[src/rtl/stopwatch_ctrl.sv]
// stopwatch_ctrl: a BCD stopwatch (00.00 .. 59.99) with start/stop, clear and an optional lap hold.
// A prescaler divides CLK down to 1/100 s ticks. Every output is registered.
// Optional feature: define STOPWATCH_LAP_EN to compile in the LAP state, HOLD and BIN[2] handling.
module stopwatch_ctrl #(
  parameter int unsigned DIV = 500000
) (
  input  logic        CLK,
  input  logic        RST,
  input  logic [2:0]  BIN,
  output logic [15:0] DOUT,
  output logic        RUN,
  output logic        HOLD,
  output logic        WRAP
);

  localparam logic [19:0] PreMax = 20'(DIV - 1);

  typedef enum logic [1:0] {
    StIdle  = 2'd0,
    StRun   = 2'd1,
    StPause = 2'd2
`ifdef STOPWATCH_LAP_EN
    , StLap = 2'd3
`endif
  } state_e;

  state_e      state_q, state_d;
  logic [19:0] pre_q, pre_d;
  logic [15:0] cnt_q, cnt_d;
  logic [15:0] dout_q, dout_d;
  logic        run_q, run_d;
  logic        hold_q, hold_d;
  logic        wrap_q, wrap_d;
  logic        lap_q, lap_d;
  logic        counting, tick, clr;

`ifdef STOPWATCH_LAP_EN
  assign lap_q = (state_q == StLap);
  assign lap_d = (state_d == StLap);
`else
  assign lap_q = 1'b0;
  assign lap_d = 1'b0;
  // The lap button has no function in this build.
  logic unused_lap;
  assign unused_lap = BIN[2];
`endif

  // Next state, prescaler and BCD count; the tick is applied before any button action.
  always_comb begin
    state_d  = state_q;
    pre_d    = pre_q;
    cnt_d    = cnt_q;
    wrap_d   = 1'b0;
    counting = (state_q == StRun) || lap_q;
    tick     = counting && (pre_q == PreMax);
    clr      = BIN[1] && ((state_q == StIdle) || (state_q == StPause));

    if (counting) begin
      pre_d = tick ? '0 : pre_q + 20'd1;
    end

    if (tick) begin
      if (cnt_q[3:0] != 4'd9) begin
        cnt_d[3:0] = cnt_q[3:0] + 4'd1;
      end else begin
        cnt_d[3:0] = 4'd0;
        if (cnt_q[7:4] != 4'd9) begin
          cnt_d[7:4] = cnt_q[7:4] + 4'd1;
        end else begin
          cnt_d[7:4] = 4'd0;
          if (cnt_q[11:8] != 4'd9) begin
            cnt_d[11:8] = cnt_q[11:8] + 4'd1;
          end else begin
            cnt_d[11:8] = 4'd0;
            if (cnt_q[15:12] != 4'd5) begin
              cnt_d[15:12] = cnt_q[15:12] + 4'd1;
            end else begin
              cnt_d[15:12] = 4'd0;
              wrap_d       = 1'b1;
            end
          end
        end
      end
    end

    // Clear only counts as a button where it is legal, so an ignored clear lets BIN[0]/BIN[2] act.
    if (clr) begin
      state_d = StIdle;
      pre_d   = '0;
      cnt_d   = '0;
    end else if (BIN[0]) begin
      unique case (state_q)
        StIdle:  state_d = StRun;
        StRun:   state_d = StPause;
        StPause: state_d = StRun;
`ifdef STOPWATCH_LAP_EN
        StLap:   state_d = StPause;
`endif
        default: state_d = state_q;
      endcase
    end
`ifdef STOPWATCH_LAP_EN
    else if (BIN[2]) begin
      if (state_q == StRun) begin
        state_d = StLap;
      end else if (state_q == StLap) begin
        state_d = StRun;
      end
    end
`endif
  end

  // Registered outputs; the display freezes only while staying in LAP.
  always_comb begin
    run_d  = (state_d == StRun) || lap_d;
    hold_d = lap_d;
    dout_d = (lap_d && lap_q) ? dout_q : cnt_d;
  end

  // State and output registers with synchronous active-low reset.
  always_ff @(posedge CLK) begin
    if (!RST) begin
      state_q <= StIdle;
      pre_q   <= '0;
      cnt_q   <= '0;
      dout_q  <= '0;
      run_q   <= 1'b0;
      hold_q  <= 1'b0;
      wrap_q  <= 1'b0;
    end else begin
      state_q <= state_d;
      pre_q   <= pre_d;
      cnt_q   <= cnt_d;
      dout_q  <= dout_d;
      run_q   <= run_d;
      hold_q  <= hold_d;
      wrap_q  <= wrap_d;
    end
  end

  assign DOUT = dout_q;
  assign RUN  = run_q;
  assign HOLD = hold_q;
  assign WRAP = wrap_q;

endmodule
[config.mk]
export PLATFORM = sky130hd
export DESIGN_NAME = stopwatch_ctrl
export DESIGN_NICKNAME = d
export VERILOG_FILES = /design/src/rtl/stopwatch_ctrl.sv
export SDC_FILE = /design/constraint.sdc
export NUM_CORES = 1
export LEC_CHECK = 0
export CELL_PAD_IN_SITES_DETAIL_PLACEMENT = 0
export CELL_PAD_IN_SITES_GLOBAL_PLACEMENT = 1
export CORE_MARGIN = 3
export CORE_UTILIZATION = 40
export DETAILED_ROUTE_END_ITERATION = 10
export PLACE_DENSITY_LB_ADDON = 0.1
export SYNTH_ARGS = -nofsm -noshare
export SYNTH_HDL_FRONTEND = slang
export SYNTH_SLANG_ARGS = --single-unit
[constraint.sdc]
create_clock -name CLK -period 4.5 [get_ports CLK]
set_clock_uncertainty 0.1 [all_clocks]
set_input_delay 0.675 -clock CLK [delete_from_list [all_inputs] [get_ports CLK]]
set_output_delay 0.675 -clock CLK [all_outputs]
set_load 0.02 [all_outputs]
==> results.md, run 1 <==
* Worst EP required at 4.55 ns
* Post-DP HPWL at about 2700 um
* Pint at between 400 and 500 uW
* Reg-to-Reg Start: pre_q[13]
* Clock group share of total power at 37.2%
* Antenna Cells at 0
* Leakage at 0.000800 uW
* Mapped Nets at 221
* Synth unique cells at 41
* Proportion of layout cells with a drive suffix above 1 at between 6 and 7%
* Setup TNS Final at 0 ns
* Initial core utilization at 42.5%
* Layout Cells excl Fill at 291
* Part of the power in combinational logic at 3.3%
* Switching Fraction at 22.1%
* Sequential element share of the synthesized area at 42.4%
* Worst Tran Pin Value at 0.739 ns
* RSZ-0062 raised after global routing: false
* Synth warn at 0
* VDD IR max at 0.160 mV
* CP arrival at 2.54 ns
* I/O Buffers at 21
* Synth Register Bits at 40
* Worst-path fanout max at 18
* Vias in the first global route at around 1400
* Slew Limit Fails at 0
* Max Buffers Root-to-Sink at 2
* Post-layout util at about half
* I/O pins at 24
* Worst reg2reg setup slack at roughly 2 ns
* Post-CTS Resized at 0
* Mapped Cells at 215
* Cts hold-fix bufs at 0
* Detail Route Antenna Nets at 0
* First-pass detailed-route iteration total at 4
* Syn_area_per_cell at 8.78 um2
* Number of remaining DRC errors at 0
* Largest net degree at the start of global routing at 20
* Clock transition at path regs at approximately 0.070 ns
* Commonest non-fill, non-tap cell in the layout: dfxtp_1
* Sw power at 133 uW
* Final wirelength at 3760 um
* Initial antenna violation count at 0
* GRT Total Usage at 14.6%
* First-pass GRT wire length at 6380 um
* Critical Path End Type: flop
* CTS tree: done
* Placed cells at 284
* Die Width at 74.7 um
* Grt total ovfl at 0
* Clock Tree Root: clkbuf_8
* Fin. Hold Viols at 0
* Clock sink count at 40
* Routability cong. at 0.733
* Core box area at 4440 um2
* CTS buffer count at 5
* Min Tclk post-route at 2.49 ns
* Skew-Pair Late Insertion Delay at between 0.2 and 0.3 ns
* Setup CP Type: reg -> reg
* Setup bufs post-CTS at 0
* Hold slack at 0.382 ns
* Power per cell area at 270 nW/um2
* Max-Cap Viols at 0
* Period utilization at 55.4%
* # H-tree levels at 2
* Avg WL per Cell at around 13 um
* Syn-to-layout area delta at 17.6%
* HP Class: reg -> reg
* Vias at about 1500
* CP Launch Point: pre_q[13]
* Routed vias/inst at 5.32
* Critical Path Start Type: flop
* Site row count at 24
* Flop pwr share at 59.5%
* Status: finished, final reports clean
* Final setup vio count at 0
* Max transition margin at 50.3%
* Mapped Area at approximately 1900 um2
* 1st-iter DRT viols at 71
* Most frequent cells in the layout: 40 x dfxtp_1, 34 x nor2_1, 21 x clkdlybuf4s50_1
* Final nets at 245
* Die Y at 74.7 um
* Total Die Area at 5580 um2
* Fmax achieved at between 400 and 500 MHz
* HP Start: pre_q[1]
==> cells in the mapped netlist, drive strengths merged <==
cell type  instances  area [um2]
a31oi              1        6.26
nor2b             10        62.6
clkbuf             2        7.51
and4b              1        10.0
xnor2              6        52.6
and4bb             1        12.5
nand4b             1        8.76
mux2i              2        20.0
ha                 1        12.5
conb               1        3.75
o21ai              6        30.0
a41o               1        10.0
nand2             17        63.8
and3               4        25.0
a21oi             10        50.1
and3b              3        26.3
or3                4        25.0
nand4bb            3        33.8
nand2b             2        12.5
a211oi             1        7.51
dfxtp             40         801
nor2              34         128
or2                1        6.26
and4               1        8.76
and2               2        12.5
xor2              19         166
nand4             10        68.8
or3b               3        28.8
nand3             12        60.1
nor3b              1        7.51
buf                4        27.5
inv                2        7.51
nor3               2        10.0
o221a              1        11.3
nor4               5        52.6
nand3b             1        11.3
==> layout make-up <==
| class | instances | area (um2) |
|---|---|---|
| inverters | 2 | 7.51 |
| fillers | 433 | 2220 |
| well taps | 52 | 65.1 |
| clock buffers | 6 | 72.6 |
| repair buffers | 23 | 225 |
| multi-input cells | 167 | 1040 |
| clock inverters | 1 | 5.00 |
| flip-flops and latches | 40 | 801 |
==> per-stage QoR <==
step	setup WS [ns]	total power [uW]	area [um2]
after floorplan	2.45	379	1890
after global placement	2.06	385	2140
after detailed placement	2.02	386	2140
after CTS	2.00	611	2220
after global routing	1.72	626	2220
final	2.01	601	2220
==> worst paths after layout <==
path / depth (start not counted) / end
worst min-delay path: 2 / pre_q[1]
worst max register to register: 5 / pre_q[13]
worst min register to register: 2 / pre_q[1]
worst max-delay path: 5 / pre_q[13]
==> routing by layer <==
layer | part of all wire (%) | track usage (%)
met1 | 50 | 20.0
met2 | 45 | 21.5
met3 | 4.1 | 4.41
met4 | 1.2 | 5.73
met5 | 0 | 0
==> state kept, by name, summed over array words and instances, names as in the netlist <==
name     cells
DOUT        16
RUN          1
WRAP         1
pre_q       20
state_q      2
==> cell families after synthesis <==
logic type,Yosys count,synth area share (%)
AND/OR/NAND/NOR,118,35.7
adder cells (fa/ha/maj),1,0.663
AO/OA/AOI/OAI,20,6.10
XOR/XNOR,25,11.6
multiplexers,2,1.06
other,1,0.199
flip-flops,40,42.4
buffers and inverters,8,2.25
==> critical path, cell delays in order, from the launching register on <==
cell and delay [ns]:
dfxtp_1 0.39, or3b_4 0.43, nor4_2 0.51, nand2_1 0.24, nand2b_1 0.55, nor2_1 0.13
==> power by group through the flow <==
stage          combinational, uW  sequential, uW  clock (uW)
6_report                    19.8             357         223
2_1_floorplan               13.1             366           0
5_1_grt                     22.4             357         247
3_3_place_gp                19.7             366           0
3_5_place_dp                20.3             366           0
4_1_cts                     20.3             357         233
Note: power is estimated with default switching activity, not from simulation.
==> run 2, diff against run 1 <==
--- a/config.mk
+++ b/config.mk
@@ -8,7 +8,7 @@
 export CELL_PAD_IN_SITES_DETAIL_PLACEMENT = 0
 export CELL_PAD_IN_SITES_GLOBAL_PLACEMENT = 1
 export CORE_MARGIN = 3
-export CORE_UTILIZATION = 40
+export CORE_UTILIZATION = 37
 export DETAILED_ROUTE_END_ITERATION = 10
 export PLACE_DENSITY_LB_ADDON = 0.1
 export SYNTH_ARGS = -nofsm -noshare
==> constraint.sdc (replaced) <==
create_clock -name CLK -period 2 [get_ports CLK]
set_clock_uncertainty 0.1 [all_clocks]
set_input_delay 0.3 -clock CLK [delete_from_list [all_inputs] [get_ports CLK]]
set_output_delay 0.3 -clock CLK [all_outputs]
set_load 0.02 [all_outputs]
==> results.md, run 2 (synthesis results as in run 1) <==
* Status: finished, final reports clean (unchanged)
* Final wirelength at 4110 um (was 3760 um)
* Most frequent cells in the layout: 34 x dfxtp_1, 34 x nor2_1, 32 x buf_4 (was 40 x dfxtp_1, 34 x nor2_1, 21 x clkdlybuf4s50_1)
* Largest net degree at the start of global routing at 20 (unchanged)
* Initial antenna violation count at 0 (unchanged)
* Largest Register: pre_q (unchanged)
* Post-DP HPWL at 2930 um (was 2670 um)
* Min Tclk post-route at 1.98 ns (was 2.49 ns)
* Sequential Area at 816 um2 (was 801 um2)
* First-pass detailed-route iteration total at 4 (unchanged)
* Clock sink count at 40 (unchanged)
* Antenna Cells at 0 (unchanged)
* Fin. Hold Viols at 0 (unchanged)
* Critical Path Start Type: flop (unchanged)
* Vias in the first global route at 1619 (was 1397)
* Initial core utilization at 39.2% (was 42.5%)
* Fmax achieved at 504 MHz (was 401 MHz)
* I/O Buffers at 21 (unchanged)
* First-pass GRT wire length at 6960 um (was 6380 um)
* Hold Crit Depth at 2 (unchanged)
* Hold slack at 0.386 ns (was 0.382 ns)
* Hold endpoint: pre_q[1] (unchanged)
* Slew Limit Fails at 0 (unchanged)
* # H-tree levels at 2 (unchanged)
* Final nets at 278 (was 245)
* Max-Cap Viols at 0 (unchanged)
* Layout Cells excl Fill at 340 (was 291)
* Worst stage delay on the critical path at 0.41 ns (was 0.55 ns)
* Critical path's slowest cell: or3b_4 (was nand2b_1)
* Leakage at 0.00103 uW (was 0.000800 uW)
* Core box area at 4820 um2 (was 4440 um2)
* Power per cell area at 541 nW/um2 (was 270 nW/um2)
* Largest delay share family, worst path: simple AND/OR/NAND/NOR gates (unchanged)
* Reg-to-Reg Start: pre_q[14] (was pre_q[13])
* Cell mode on critical path: buf_4
* Clock Tree Root: clkbuf_8 (unchanged)
* Multi-input logic area at 1110 um2 (was 1040 um2)
* Max reg flops at 20 (unchanged)
* FF-to-FF End: DOUT[3] (was pre_q[13])
* Avg WL per Cell at 12.1 um (was 12.9 um)
* HP Start: pre_q[1] (unchanged)
* Crit path cell chain: or3b_4 > buf_4 > nor4_2 > buf_4 > nand3_1 > o21ai_0 > a21oi_1 (was or3b_4 > nor4_2 > nand2_1 > nand2b_1 > nor2_1)
* Total Die Area at 6000 um2 (was 5580 um2)
* CP arrival at 2.06 ns (was 2.54 ns)
* Number of fill cells in the layout at 480 (was 433)
* Critical Path End Type: flop (unchanged)
* 1st-iter DRT viols at 86 (was 71)
* CTS buffer count at 5 (unchanged)
* VDD IR max at 0.419 mV (was 0.160 mV)
* Syn-to-layout area delta at 38.8% (was 17.6%)
* CTS tree: done (unchanged)
* HP Class: reg -> reg (unchanged)
* Buf/Inv on CP at 2 (was 0)
* I/O pins at 24 (unchanged)
* Reg2Reg Depth at 7 (was 5)
* Die Y at 77.4 um (was 74.7 um)
* Worst reg2reg setup slack at 0.02 ns (was 2.01 ns)
* Routed vias/inst at 4.84 (was 5.32)
* Worst-path fanout max at 5 (was 18)
* GRT Total Usage at 14.1% (was 14.6%)
* Placed cells at 324 (was 284)
* Max Buffers Root-to-Sink at 2 (unchanged)
* Period utilization at 99.2% (was 55.4%)
* Detail Route Antenna Nets at 0 (unchanged)
* Die Width at 77.4 um (was 74.7 um)
* Site row count at 25 (was 24)
* Grt total ovfl at 0 (unchanged)
* Skew-Pair Late Insertion Delay at 0.29 ns (was 0.28 ns)
* Routability cong. at 0.718 (was 0.733)
* Proportion of layout cells with a drive suffix above 1 at 24.9% (was 6.69%)
* Number of remaining DRC errors at 0 (unchanged)
* Vias at 1646 (was 1549)
* Worst EP required at 2.07 ns (was 4.55 ns)
* Clock transition at path regs at 0.08 ns (was 0.07 ns)
* Setup CP Type: reg -> reg (unchanged)
* Final setup vio count at 0 (unchanged)
* RSZ-0062 raised after global routing: true (was false)
run 2: changes by cell type in the layout (fill, tap and decap cells not counted), sizes merged:
cell,previous run,this run
clkinv,1,2
buf,2,34
clkbuf,6,7
run 2: worst max path at each step:
stage	cells past startpoint	start	endpoint
final	7	pre_q[14]	DOUT[3]
after global routing	7	pre_q[13]	DOUT[3]
after CTS	5	pre_q[14]	DOUT[14]
after detailed placement	5	DOUT[2]	DOUT[14]
after global placement	7	pre_q[1]	DOUT[14]
after floorplan	5	DOUT[2]	DOUT[14]
run 2: tightest hold or removal path: stages, from the launching register on:
cell,delay (ns)
dfxtp_2,0.35
nand2_1,0.06
a21oi_1,0.05
run 2: cell type report:
| class | instances | area share [%] |
|---|---|---|
| timing repair buffer | 56 | 19.3 |
| sequential | 40 | 31.1 |
| multi-input combinational | 167 | 42.5 |
| clock inverter | 2 | 0.382 |
| inverter | 2 | 0.287 |
| clock buffer | 6 | 3.15 |
| tap | 67 | 3.20 |
run 2: repair_timing:
item | 4_1_cts | 5_1_grt
gates cloned | 0 | 1
hold buffers | 0 | 0
gates resized for setup | 1 | 16
buffers inserted | 6 | 1
pin swaps | 6 | 8
endpoints found under the setup margin | 3 | 30
hold endpoints to repair | 0 | 0
run 2: report_power, final:
| group | internal (uW) | switching, uW | total (uW) | leakage [uW] |
|---|---|---|---|---|
| registers | 796 | 2.85 | 799 | 0.000326 |
| clock network | 276 | 278 | 553 | 0.0000510 |
| logic | 30.4 | 34.0 | 64.4 | 0.000653 |
run 2: layer usage:
layer  vias to the layer above  wire length (um)  track usage, %
li1                        859                 -               -
met1                       768              1890            16.1
met2                        17              2080            26.1
met3                         2               109            3.60
met4                         0                25            3.74
met5                         -                 0               0
run 2: per-stage QoR:
stage / setup TNS (ns) / power, uW / utilization (%) / worst slack, ns / cell area [um2]
after global placement: -0.0889 / 871 / 49.5 / -0.0458 / 2380
after CTS: -0.0175 / 1430 / 52.3 / -0.0175 / 2520
after detailed placement: -0.0427 / 873 / 49.5 / -0.0311 / 2380
after floorplan: 0 / 849 / - / 0.00336 / 1910
final: 0 / 1420 / 54.4 / 0.0155 / 2620
after global routing: -0.476 / 1480 / 54.4 / -0.0741 / 2620
==> run 3, diff against run 2 <==
--- a/config.mk
+++ b/config.mk
@@ -7,7 +7,7 @@
 export LEC_CHECK = 0
 export CELL_PAD_IN_SITES_DETAIL_PLACEMENT = 0
 export CELL_PAD_IN_SITES_GLOBAL_PLACEMENT = 1
-export CORE_MARGIN = 3
+export CORE_MARGIN = 2
 export CORE_UTILIZATION = 37
 export DETAILED_ROUTE_END_ITERATION = 10
 export PLACE_DENSITY_LB_ADDON = 0.1
==> results.md, run 3 (synthesis results as in run 1) <==
* Clock Tree Root: clkbuf_8 (unchanged)
* Hold slack at 0.384 ns (was 0.386 ns)
* Final nets at 280 (was 278)
* FF-to-FF End: DOUT[9] (was DOUT[3])
* Status: complete, but fails checks (was finished, final reports clean)
* Syn-to-layout area delta at 40.3% (was 38.8%)
* Number of fill cells in the layout at 478 (was 480)
* Detail Route Antenna Nets at 0 (unchanged)
* Max Buffers Root-to-Sink at 2 (unchanged)
* Final setup vio count at 3 (was 0)
* Min Tclk post-route at 2.06 ns (was 1.98 ns)
* Reg2Reg Depth at 6 (was 7)
* Avg WL per Cell at 12.8 um (was 12.1 um)
* CTS buffer count at 5 (unchanged)
* First-pass detailed-route iteration total at 4 (unchanged)
* HP Class: reg -> reg (unchanged)
* Largest Register: pre_q (unchanged)
* Period utilization at 103% (was 99.2%)
* Critical Path End Type: flop (unchanged)
* Worst reg2reg setup slack at -0.06 ns (was 0.02 ns)
* Leakage at 0.00105 uW (was 0.00103 uW)
* Number of remaining DRC errors at 0 (unchanged)
* Fin. Hold Viols at 0 (unchanged)
* Post-DP HPWL at 2970 um (was 2930 um)
* Proportion of layout cells with a drive suffix above 1 at 24.7% (was 24.9%)
* Vias in the first global route at 1679 (was 1619)
* Antenna Cells at 0 (unchanged)
* Initial core utilization at 39.2% (unchanged)
* Cts hold-fix bufs at 0 (unchanged)
* First-pass GRT wire length at 7260 um (was 6960 um)
* Reg-to-Reg Start: DOUT[2] (was pre_q[14])
* Placed cells at 325 (was 324)
* Clock sink count at 40 (unchanged)
* # H-tree levels at 2 (unchanged)
* Clock transition at path regs at 0.08 ns (about the same)
* Die Y at 75.4 um (was 77.4 um)
* Sequential Area at 816 um2 (unchanged)
* Initial antenna violation count at 0 (unchanged)
* CTS tree: done (unchanged)
* Routed vias/inst at 4.87 (was 4.84)
* 1st-iter DRT viols at 44 (was 86)
* Max-Cap Viols at 0 (unchanged)
* Failing checks: setup timing
* CP arrival at 2.19 ns (was 2.06 ns)
* Layout Cells excl Fill at 342 (was 340)
* Most frequent cells in the layout: 34 x dfxtp_1, 34 x nor2_1, 32 x buf_4 (unchanged)
* Critical Path Start Type: flop (unchanged)
* DP Worst Slack at -0.0753 ns (was -0.0311 ns)
* Final WS setup at -0.0574 ns (was 0.0155 ns)
* Post-layout util at 55.0% (was 54.4%)
* VDD IR max at 0.320 mV (was 0.419 mV)
* Routability cong. at 0.755 (was 0.718)
* GRT Total Usage at 16.3% (was 14.1%)
* Max reg flops at 20 (unchanged)
* Fmax achieved at 486 MHz (was 504 MHz)
* Vias at 1664 (was 1646)
* Worst-path fanout max at 3 (was 5)
* I/O Buffers at 21 (unchanged)
* Skew-Pair Late Insertion Delay at 0.29 ns (about the same)
* I/O pins at 24 (unchanged)
* Core box area at 4820 um2 (unchanged)
* Power per cell area at 537 nW/um2 (was 541 nW/um2)
* RSZ-0062 raised after global routing: true (unchanged)
* Hold endpoint: pre_q[1] (unchanged)
* Slew Limit Fails at 0 (unchanged)
* Total Die Area at 5690 um2 (was 6000 um2)
* Die Width at 75.4 um (was 77.4 um)
* Worst EP required at 2.13 ns (was 2.07 ns)
* Site row count at 25 (unchanged)
* Setup CP Type: reg -> reg (unchanged)
* Hold Crit Depth at 2 (unchanged)
* Multi-input logic area at 1120 um2 (was 1110 um2)
* Largest net degree at the start of global routing at 20 (unchanged)
* Grt total ovfl at 0 (unchanged)
* Final wirelength at 4380 um (was 4110 um)
* HP Start: pre_q[1] (unchanged)
## run 3: cell types whose count changed in the layout (fill, tap and decap cells not counted), sizes merged
cell	change
buf	+2
clkbuf	+2
clkinv	-2
## run 3: worst max-delay path by stage
stage | from | to | slack, ns | cells after the start
after floorplan | DOUT[2] | DOUT[14] | 0.003 | 5
after global placement | pre_q[1] | DOUT[14] | -0.03 | 7
after detailed placement | pre_q[1] | DOUT[14] | -0.08 | 7
after CTS | pre_q[14] | DOUT[14] | -0.03 | 5
after global routing | DOUT[2] | DOUT[14] | -0.15 | 5
final | DOUT[2] | DOUT[9] | -0.06 | 6
## run 3: cell type report
class                           count  share of cell area, %
Multi-Input combinational cell    167                   42.4
Sequential cell                    40                   30.8
Timing Repair Buffer               58                   20.0
Clock buffer                        8                   3.40
Tap cell                           67                   3.16
Inverter                            2                  0.283
## run 3: worst max-delay path, stage by stage, from the launching register on
cell and delay, ns:
dfxtp_4 0.35, or3b_4 0.40, nor4_4 0.41, buf_4 0.20, nand3_4 0.07, or3_4 0.34
a21oi_2 0.12
## run 3: layer usage
metal  share of wire, %  global-route usage [%]  wire length, um
met4               0.39                    6.24               17
met5                  0                       0                0
met3                2.6                    3.97              116
met1                 43                    19.3             1890
met2                 54                    28.5             2360
## run 3: power by group
part / leakage, uW / total (uW) / internal (uW) / switching (uW)
clock network: 0.0000455 / 559 / 282 / 277
logic: 0.000674 / 64.4 / 30.5 / 33.9
registers: 0.000326 / 799 / 796 / 2.92
## run 3: stage by stage
| step | cell area (um2) | TNS (ns) | total power (uW) |
|---|---|---|---|
| 2_1_floorplan | 1910 | 0 | 849 |
| 3_3_place_gp | 2390 | -0.0633 | 871 |
| 3_5_place_dp | 2390 | -0.199 | 873 |
| 4_1_cts | 2530 | -0.0447 | 1440 |
| 5_1_grt | 2650 | -1.38 | 1480 |
| 6_report | 2650 | -0.0770 | 1420 |
## run 3: timing repair
item                                   CTS  global route
endpoints found under the hold margin    0             0
pin swaps                                8            10
setup buffers                            7             1
gates cloned                             0             1
gates resized for setup                  1            20
setup endpoints to repair                5            35
